$ cat src/rtl/sum_accumulator.sv
// Accumulates the 5-bit {carry_out, sum} results of an upstream 4-bit adder into an
// ACC_W-bit total. Optional clamping on overflow is enabled with SUM_ACCUMULATOR_SATURATE_EN.
module sum_accumulator #(
  parameter int ACC_W = 8,
  parameter int CNT_W = 4
) (
  input  logic             clk,
  input  logic             rst,
  input  logic             in_valid,
  output logic             in_ready,
  input  logic [3:0]       sum,
  input  logic             carry_out,
  input  logic             clear,
  output logic [ACC_W-1:0] acc,
  output logic [CNT_W-1:0] count,
  output logic             acc_valid,
  output logic             overflow,
  output logic             full,
  output logic [1:0]       state_dbg
);

  // Handshake: a result transfers in a cycle where in_valid && in_ready at the rising
  // edge; in_ready is combinational and drops during rst, clear, or while FULL.

  typedef enum logic [1:0] {
    IDLE  = 2'd0,
    ACCUM = 2'd1,
    FULL  = 2'd2
  } state_t;

  localparam logic [CNT_W-1:0] CNT_MAX  = '1;
  localparam logic [CNT_W-1:0] CNT_ONE  = {{(CNT_W-1){1'b0}}, 1'b1};
  localparam logic [CNT_W-1:0] CNT_LAST = CNT_MAX - CNT_ONE;

  state_t           state, state_nx;
  logic             xfer;
  logic [ACC_W:0]   addend;
  logic [ACC_W:0]   acc_sum;
  logic [ACC_W-1:0] acc_next;

  assign in_ready = (state != FULL) && !clear && !rst;
  assign xfer     = in_valid && in_ready;
  assign addend   = {{(ACC_W-4){1'b0}}, carry_out, sum};
  assign acc_sum  = {1'b0, acc} + addend;

`ifdef SUM_ACCUMULATOR_SATURATE_EN
  // Once overflow is flagged the total stays pinned at full scale until cleared.
  assign acc_next = (overflow || acc_sum[ACC_W]) ? {ACC_W{1'b1}} : acc_sum[ACC_W-1:0];
`else
  assign acc_next = acc_sum[ACC_W-1:0];
`endif

  always_ff @(posedge clk) begin
    if (rst) state <= IDLE;
    else     state <= state_nx;
  end

  always_comb begin
    state_nx = state;
    if (clear) begin
      state_nx = IDLE;
    end else begin
      case (state)
        IDLE:    if (xfer) state_nx = ACCUM;
        ACCUM:   if (xfer && (count == CNT_LAST)) state_nx = FULL;
        FULL:    state_nx = FULL;
        default: state_nx = IDLE;
      endcase
    end
  end

  always_comb begin
    full      = (state == FULL);
    state_dbg = state;
  end

  always_ff @(posedge clk) begin
    if (rst || clear) begin
      acc       <= '0;
      count     <= '0;
      acc_valid <= 1'b0;
      overflow  <= 1'b0;
    end else begin
      acc_valid <= xfer;
      if (xfer) begin
        acc   <= acc_next;
        count <= count + CNT_ONE;
        if (acc_sum[ACC_W]) overflow <= 1'b1;
      end
    end
  end

endmodule

$ cat config.mk
export PLATFORM = sky130hd
export DESIGN_NAME = sum_accumulator
export DESIGN_NICKNAME = d
export VERILOG_FILES = /design/src/rtl/sum_accumulator.sv
export SDC_FILE = /design/constraint.sdc
export NUM_CORES = 1
export LEC_CHECK = 0
export CORE_ASPECT_RATIO = 0.6
export CORE_MARGIN = 4
export CORE_UTILIZATION = 34
export DETAILED_ROUTE_END_ITERATION = 16
export SLEW_MARGIN = 30
export SYNTH_ARGS = -nofsm -noshare
export SYNTH_HDL_FRONTEND = slang
export SYNTH_SLANG_ARGS = --single-unit
export TNS_END_PERCENT = 10
$ cat constraint.sdc
create_clock -name clk -period 2.49 [get_ports clk]
set_clock_uncertainty 0.2 [all_clocks]
set_input_delay 0.3735 -clock clk [delete_from_list [all_inputs] [get_ports clk]]
set_output_delay 0.3735 -clock clk [all_outputs]
set_load 0.02 [all_outputs]
==> metrics.cfg, run 1 <==
[clock_network]
root_buffer = clkbuf_8
cts-buffers-inserted = 3
postCtsHoldBufs = 0
clkSinkCount = 16
post_cts.repair.setup_buffers = 0
clkSlewWorstSetupHoldPaths_ns = 0.07
clock_latency_ns = 0.25
cts_max_level = 1
cts_tree = yes
cts.path.max_buffers = 2
post_cts_resize_count = 0

[sta]
fin_crit_ns = 2.390
slew_viol_final = 0
hold_viol_final = 0
rsz0062_at_grt = false
whs_ns = 0.2621
min_period_over_period_pct = 95.97
max_slew_margin_pct = 62.85
fmax_mhz = 418.5
worst_pin_slew_ns = 0.5553
finalSetupViolCount = 0
setup_tns_ns = 0

[cells_and_area]
utilization_pct = 49.75
syn_to_final_growth_pct = 40.28
antenna_cells = 0
drive_above_1_share_pct = 9.231
nNetsFinal = 151

[floorplan]
core_area_sq_um = 2505
io_pins = 27
die-height_um = 47.60
die_w_um = 73.99
start_util_pct = 35.46
die_area_sq_um = 3522
fp-row-count = 14

[synth]
netlist-cell-type-count = 29
synth-seq-cells = 16
synth_edf_count = 0
seq_area_frac_synth_pct = 36.06
synth.area.top_cells = dfxtp_1 (36%), ha_1 (14%), mux2i_1 (4.5%)
synthArstFlopShare_pct = 0
synth_nets = 120
netlist_instances = 100
netlist.area_leader.share_pct = 36.06
ys.flop_type = dfxtp_1
ys_warn_count = 0
synth.avg_cell_area_sq_um = 8.884
syn_area_sq_um = 888.4
synth_top_area_cell = dfxtp_1

[power_and_ir_drop]
leakage_nw = 0.4991
power_switching_uw = 141.5
power_frac_seq_pct = 45.3
vdd_ir_drop_max_mv = 0.3026
power.density_nw_per_um2 = 471.9
p_clk_share_pct = 40.0
power.internal_uw = 446.5
switching_share_pct = 24.07
power_frac_comb_pct = 14.7

[placement]
hpwl_um = 1531
port_buffers = 26
gp_congestion = 0.7757

[grt]
grt_max_degree = 12
overflow = 0
grt_use_total_pct = 12.70
grt_pass1_wl_um = 3318
antenna_found_initial = 0
first_global_vias = 761

[critical_path]
start_kind = input port
crit_arrival_ns = 1.82
reg2reg_depth = 7
criticalPathCategory = input port to output pin
worstPathRequired_ns = 1.92
crit_path_max_fanout = 3
crit_path_end_kind = output pin

[routing]
drc = 0
drtIter0Drc = 31
ant_nets = 0
vias = 780
routed_via_density = 4.815
post_drt_wl_per_cell_um = 12.39
dr.pass1.iters = 4
drt-total-wl_um = 2007

[hold_path]
hold_depth = 2
hold_class = flop to flop

[outcome]
status = finished, final reports clean

[flow_run]
maxCapViolCount = 0

## registers in the layout (all words and copies together) (netlist names)
signal and cells:
acc 8, acc_valid 1, state_dbg 2, count 4, overflow 1
## synth_stat cells, types with 2 or more instances
library cell,instances
nor2_1,10
nand3_1,6
a21oi_1,6
inv_1,8
ha_1,10
a211oi_1,3
o21ai_1,2
dfxtp_1,16
o21ai_0,4
mux2i_1,4
o211ai_1,3
nand2_1,9
xor2_1,3
## cell usage in the layout, fill, tap and decap left out, types with 2 or more instances in the layout
| cell | instances |
|---|---|
| o21ai_0 | 4 |
| a211oi_1 | 3 |
| nand3_1 | 6 |
| xor2_1 | 3 |
| o211ai_1 | 3 |
| nand2_1 | 9 |
| o21ai_1 | 2 |
| nor2_1 | 10 |
| clkbuf_8 | 4 |
| ha_1 | 10 |
| dfxtp_1 | 16 |
| a21oi_1 | 6 |
| clkdlybuf4s50_1 | 26 |
| buf_4 | 3 |
| mux2i_1 | 4 |
| inv_1 | 8 |
## power by group through the flow
stage          Clock, mW  Combinational [mW]  Sequential (mW)
6_report           0.235              0.0867            0.266
5_1_grt            0.253              0.0954            0.267
4_1_cts            0.246              0.0872            0.266
3_5_place_dp           0              0.0863            0.272
3_3_place_gp           0              0.0858            0.272
2_1_floorplan          0              0.0434            0.278
## worst max-delay path, cell delays in order
cell and delay, ns:
clkdlybuf4s50_1 0.44, or2_2 0.32, nor2_1 0.09, clkdlybuf4s50_1 0.60
## layer usage
layer	share of wire [%]	GRT usage (%)	vias up
li1	-	-	403
met1	52	16.31	350
met2	40	19.89	23
met3	7.4	5.241	4
met4	0.80	3.610	0
met5	0	0	-
## layout make-up
cell class,count,area [sq um]
multi-input combinational,72,513.0
sequential,16,320.3
timing repair buffer,29,282.8
inverter,9,35.03
clock buffer,4,55.05
tap,32,40.04
fill,237,1259
## cells by family after synthesis
group                    synth area share, %
AO/OA/AOI/OAI                          17.18
XOR/XNOR                               3.944
adder cells (fa/ha/maj)                16.34
buffers and inverters                  6.196
flip-flops                             36.06
multiplexers                           4.507
AND/OR/NAND/NOR                        15.78
## final timing paths
kind                              startpoint       end  slack [ns]
worst max-delay path                   clear  in_ready        0.10
worst min-delay path                overflow  overflow        0.26
worst max register to register  state_dbg[0]    acc[7]        0.36
worst min register to register      overflow  overflow        0.26
## metrics by stage
step	instance area [sq um]	total power [mW]	setup slack, ns	std cells
final	1246	0.5880	0.1004	162
after floorplan	888.4	0.3219	0.2907	100
after global placement	1191	0.3577	0.1109	158
after detailed placement	1191	0.3583	0.07358	158
after CTS	1246	0.5989	0.09050	162
after global routing	1246	0.6154	0.03016	162
Power figures use the tool's default switching activity.
==> inputs of run 2 (changes only) <==
--- a/config.mk
+++ b/config.mk
@@ -6,4 +6,5 @@
 export NUM_CORES = 1
 export LEC_CHECK = 0
+export CAP_MARGIN = 5
 export CORE_ASPECT_RATIO = 0.6
 export CORE_MARGIN = 4
==> constraint.sdc (replaced) <==
create_clock -name clk -period 2.49 [get_ports clk]
set_clock_uncertainty 0.2 [all_clocks]
set_input_delay 0.498 -clock clk [delete_from_list [all_inputs] [get_ports clk]]
set_output_delay 0.498 -clock clk [all_outputs]
set_load 0.02 [all_outputs]
==> run 2 against run 1 <==
Cell count grew 3.1%. Count of clock-buffer cells in the layout unchanged. Design area up 2.9%. Die area stayed put. Combinational power up 6.0%. Sequential cell count did not move. Critical path depth is the same. Non-clock buffer count up 5. Register-to-register slack about the same. Sequential share of layout area is 0.73 points lower.
==> metrics.cfg, run 2 (synthesis gave the netlist of run 1 again) <==
[critical_path]
cpMaxStageDelayCell = clkdlybuf4s50_1
crit_arrival_ns = 1.63  ; -0.19 ns
crit_path_max_fanout = 2  ; -1
rrSetupSlack_ns = 0.37  ; about the same
cpLargestDelayFamily = buffers and inverters
start_kind = input port
critPathBufInv = 2  ; unchanged
r2r-start = state_dbg[0]
cpPeakStageDelay_ns = 0.41  ; -0.19 ns
worstPathRequired_ns = 1.79  ; -0.13 ns
crit_path_end_kind = output pin
crit_start = clear
criticalPathCategory = input port to output pin
path_cells = clkdlybuf4s50_1 -> or2_2 -> nor2_1 -> dlygate4sd2_1

[sta]
fmax_mhz = 429.7  ; +2.7%
finalSetupViolCount = 0  ; unchanged
whs_ns = 0.2513  ; -0.01078 ns
fin_crit_ns = 2.327  ; -0.06260 ns
setup_ws_ns = 0.1630  ; +0.06260 ns
hold_viol_final = 0  ; unchanged
worst_pin_slew_ns = 0.2396  ; -0.3157 ns
max_slew_margin_pct = 84.03  ; +21 points
slew_viol_final = 0  ; unchanged
min_period_over_period_pct = 93.45  ; -2.5 points
rsz0062_at_grt = false

[floorplan]
fp-row-count = 14  ; unchanged
die_area_sq_um = 3522  ; unchanged
start_util_pct = 35.46  ; unchanged
die_w_um = 73.99  ; unchanged
die-height_um = 47.60  ; unchanged
core_area_sq_um = 2505  ; unchanged
io_pins = 27  ; unchanged

[cells_and_area]
syn_to_final_growth_pct = 44.37
drive_above_1_share_pct = 12.59  ; +3.4 points
fillers = 245  ; +3.4%
final_cell_mix = clkdlybuf4s50_1 (25), dfxtp_1 (16), nor2_1 (10), ha_1 (10), nand2_1 (9)
regMostFlops = acc
register_area_sq_um = 320.3  ; unchanged
final_common_cell = clkdlybuf4s50_1
antenna_cells = 0  ; unchanged
largest_reg_flops = 8  ; unchanged
utilization_pct = 51.20  ; +1.4 points
multiInputGateArea_sq_um = 513.0  ; unchanged
nNetsFinal = 156  ; +3.3%

[placement]
pre_cts_slack_ns = -0.1195  ; -0.1931 ns
port_buffers = 26  ; unchanged
gp_congestion = 0.7501  ; -3.3%
hpwl_um = 1527  ; -0.27%

[power_and_ir_drop]
vdd_ir_drop_max_mv = 0.3080  ; +1.8%
power.density_nw_per_um2 = 458.5  ; -2.8%
finalPower_uw = 588.0  ; about the same
leakage_nw = 0.5259  ; +5.4%

[clock_network]
root_buffer = clkbuf_8
cts_max_level = 1  ; unchanged
cts-buffers-inserted = 3  ; unchanged
cts.path.max_buffers = 2  ; unchanged
clock_latency_ns = 0.25  ; about the same
clkSlewWorstSetupHoldPaths_ns = 0.06  ; about the same
cts_tree = yes
clkSinkCount = 16  ; unchanged
post_cts.repair.setup_buffers = 0  ; unchanged

[hold_path]
hold_class = flop to flop
hp-start = overflow

[grt]
grt_pass1_wl_um = 3422  ; +3.1%
first_global_vias = 765  ; +0.53%
grt_use_total_pct = 13.16  ; +0.46 points
grt_max_degree = 11  ; -1
overflow = 0  ; unchanged
antenna_found_initial = 0  ; unchanged

[outcome]
status = finished, final reports clean

[routing]
routed_via_density = 4.766  ; -1.0%
ant_nets = 0  ; unchanged
drc = 0  ; unchanged
drt-total-wl_um = 2002  ; -0.25%
vias = 796  ; +2.1%
post_drt_wl_per_cell_um = 11.99  ; -3.2%
dr.pass1.iters = 3  ; -1
drtIter0Drc = 11  ; -65%

[flow_run]
maxCapViolCount = 0  ; unchanged

[run 2: changes by cell type in the layout (fill, tap and decap cells not counted)]
cell,previous run,this run
buf_4,3,8
clkdlybuf4s50_1,26,25
dlygate4sd2_1,0,1
[run 2: final timing paths]
path | endpoint | depth (start not counted)
min | overflow | 2
max | in_ready | 4
min reg2reg | overflow | 2
max reg2reg | acc[7] | 7
[run 2: worst min-delay path, delay by kind of cell (launching register included)]
| kind | cells | cell delay [ns] |
|---|---|---|
| DFF | 1 | 0.31 |
| buffers and inverters | 1 | 0.05 |
| AOI/OAI and AO/OA | 1 | 0.05 |
[run 2: where the power goes]
| part | internal [mW] | total [mW] | switching [mW] |
|---|---|---|---|
| sequential | 0.262 | 0.267 | 0.00487 |
| clock | 0.140 | 0.229 | 0.0892 |
| combinational | 0.0486 | 0.0919 | 0.0433 |
| total | 0.451 | 0.588 | 0.137 |
[run 2: final cells by class]
class / instances / share of cell area, %
repair buffers: 34 / 24.88
well taps: 32 / 3.122
multi-input cells: 72 / 40.00
flip-flops and latches: 16 / 24.98
inverters: 9 / 2.732
clock buffers: 4 / 4.293
[run 2: repair_timing]
item / in CTS / in global routing
hold buffers: 0 / 0
setup endpoints to repair: 1 / 0
resized for setup: 1 / 0
[run 2: metrics by stage]
stage	cells	instance area (sq um)	TNS, ns
2_1_floorplan	100	888.4	0
3_3_place_gp	163	1229	-0.1462
3_5_place_dp	163	1229	-0.1710
4_1_cts	167	1282	0
5_1_grt	167	1282	0
6_report	167	1282	0
[run 2: metal layers]
metal	vias up	part of all wire [%]	GRT usage, %
li1	417	-	-
met1	356	49	16.33
met2	19	43	21.30
met3	4	7.2	5.870
met4	0	0.95	3.249
met5	-	0	0
==> inputs of run 3 (changes only) <==
CORE_ASPECT_RATIO = not set   (was 0.6)
CORE_UTILIZATION = 45   (was 34)
GPL_ROUTABILITY_DRIVEN = 0   (was not set)
PLACE_DENSITY = 0.77   (was not set)
==> run 3 against run 2 <==
Design area is 4.4% lower. Count of clock-buffer cells in the layout is 1 lower. Sequential share of layout area is 1.1 points higher. Critical path depth stayed put. Non-clock buffer count is 2 lower. Highest routed layer unchanged.
==> metrics.cfg, run 3 (synthesis gave the netlist of run 1 again) <==
[outcome]
status = finished, final reports clean

[routing]
post_drt_wl_per_cell_um = 12.33  ; +2.9%
drtIter0Drc = 10  ; -1
routed_via_density = 5.070  ; +6.4%
ant_nets = 0  ; unchanged
dr.pass1.iters = 4  ; +1
drc = 0  ; unchanged
drt-total-wl_um = 1936  ; -3.3%
vias = 796  ; unchanged

[hold_path]
hold_class = flop to flop

[critical_path]
r2r-start = state_dbg[0]
rrSetupSlack_ns = 0.36  ; about the same
r2r-end = acc[1]
crit_start = clear
worstPathRequired_ns = 1.79  ; about the same
crit_arrival_ns = 1.62  ; about the same
criticalPathCategory = input port to output pin
start_kind = input port
crit_path_end_kind = output pin
setup.worst_path.end = in_ready
crit_path_max_fanout = 2  ; unchanged
reg2reg_depth = 7  ; unchanged

[floorplan]
start_util_pct = 49.31  ; +14 points
core_area_sq_um = 1802  ; -28%
die_area_sq_um = 2749  ; -22%
die_w_um = 52.43  ; -29%
fp-row-count = 15  ; +1
io_pins = 27  ; unchanged
die-height_um = 52.43  ; +10%

[power_and_ir_drop]
leakage_nw = 0.5010  ; -4.7%
vdd_ir_drop_max_mv = 0.3547  ; +15%
power.density_nw_per_um2 = 397.3  ; -13%

[sta]
fmax_mhz = 430.6  ; +0.20%
max_slew_margin_pct = 66.44  ; -18 points
rsz0062_at_grt = false
fin_crit_ns = 2.322  ; -0.004665 ns
worst_pin_slew_ns = 0.5016  ; +0.2620 ns
hold_viol_final = 0  ; unchanged
setup_tns_ns = 0  ; unchanged
finalSetupViolCount = 0  ; unchanged
min_period_over_period_pct = 93.27  ; -0.19 points
setup_ws_ns = 0.1677  ; +0.004665 ns
slew_viol_final = 0  ; unchanged

[clock_network]
clkSinkCount = 16  ; unchanged
cts-buffers-inserted = 3  ; unchanged
clkSlewWorstSetupHoldPaths_ns = 0.09  ; +0.03 ns
cts.path.max_buffers = 2  ; unchanged
cts_tree = yes
root_buffer = clkbuf_4
cts_max_level = 1  ; unchanged
postCtsHoldBufs = 0  ; unchanged
clock_latency_ns = 0.28  ; +0.03 ns

[flow_run]
maxCapViolCount = 0  ; unchanged

[cells_and_area]
nNetsFinal = 154  ; -1.3%
final_common_cell = clkdlybuf4s50_1
final_cell_mix = clkdlybuf4s50_1 (25), dfxtp_1 (16), nor2_1 (10), ha_1 (10), nand2_1 (9)
utilization_pct = 68.06  ; +17 points
finalNonFillerCells = 157  ; -6.0%
fillers = 159  ; -35%
regMostFlops = acc
syn_to_final_growth_pct = 38.03
antenna_cells = 0  ; unchanged
largest_reg_flops = 8  ; unchanged
drive_above_1_share_pct = 10.61  ; -2.0 points

[placement]
placedCellCount = 154  ; -5.5%
hpwl_um = 1576  ; +3.2%
port_buffers = 26  ; unchanged
pre_cts_slack_ns = -0.1212  ; -0.001700 ns

[grt]
grt_pass1_wl_um = 3450  ; +0.82%
grt_use_total_pct = 16.72  ; +3.6 points
first_global_vias = 838  ; +9.5%
grt_max_degree = 11  ; unchanged
antenna_found_initial = 0  ; unchanged
overflow = 0  ; unchanged

[run 3: report_power, final]
| group | switching (mW) | internal, mW | total [mW] | leakage, nW |
|---|---|---|---|---|
| sequential | 0.00468 | 0.261 | 0.266 | 0.130 |
| clock | 0.0764 | 0.0560 | 0.132 | 0.0138 |
| combinational | 0.0428 | 0.0460 | 0.0888 | 0.358 |
| total | 0.124 | 0.363 | 0.487 | 0.501 |
[run 3: worst max-delay path: stages]
cell and delay [ns]:
clkdlybuf4s50_1 0.41, or2_2 0.31, nor2_1 0.08, dlygate4sd2_1 0.34
[run 3: worst min-delay path by stage]
stage / from / end / cells past startpoint
3_3_place_gp: overflow / overflow / 2
4_1_cts: overflow / overflow / 2
3_5_place_dp: overflow / overflow / 2
6_report: overflow / overflow / 2
2_1_floorplan: overflow / overflow / 2
5_1_grt: overflow / overflow / 2
[run 3: repair_timing]
action | CTS | global route
setup endpoints to repair | 1 | 0
resized for setup | 1 | 0
buffers inserted | 0 | 0
[run 3: per-stage QoR]
stage	hold slack [ns]	instance area [sq um]	power (mW)
floorplan	0.3222	888.4	0.3219
global placement	0.2365	1205	0.3587
detailed placement	0.2441	1205	0.3616
CTS	0.2562	1226	0.4908
global route	0.2940	1226	0.5156
finish	0.2503	1226	0.4872
[run 3: final cells by class]
class | instances | area (sq um) | share of cell area, %
clock buffers | 3 | 22.52 | 1.837
well taps | 25 | 31.28 | 2.551
inverters | 9 | 35.03 | 2.857
repair buffers | 32 | 304.0 | 24.80
multi-input cells | 72 | 513.0 | 41.84
flip-flops and latches | 16 | 320.3 | 26.12
[run 3: per-layer routing]
layer	track usage (%)	part of all wire (%)	vias up
met4	3.404	0.57	0
met5	0	0	-
met3	4.843	4.4	4
met2	31.61	52	17
li1	-	-	410
met1	18.09	43	365
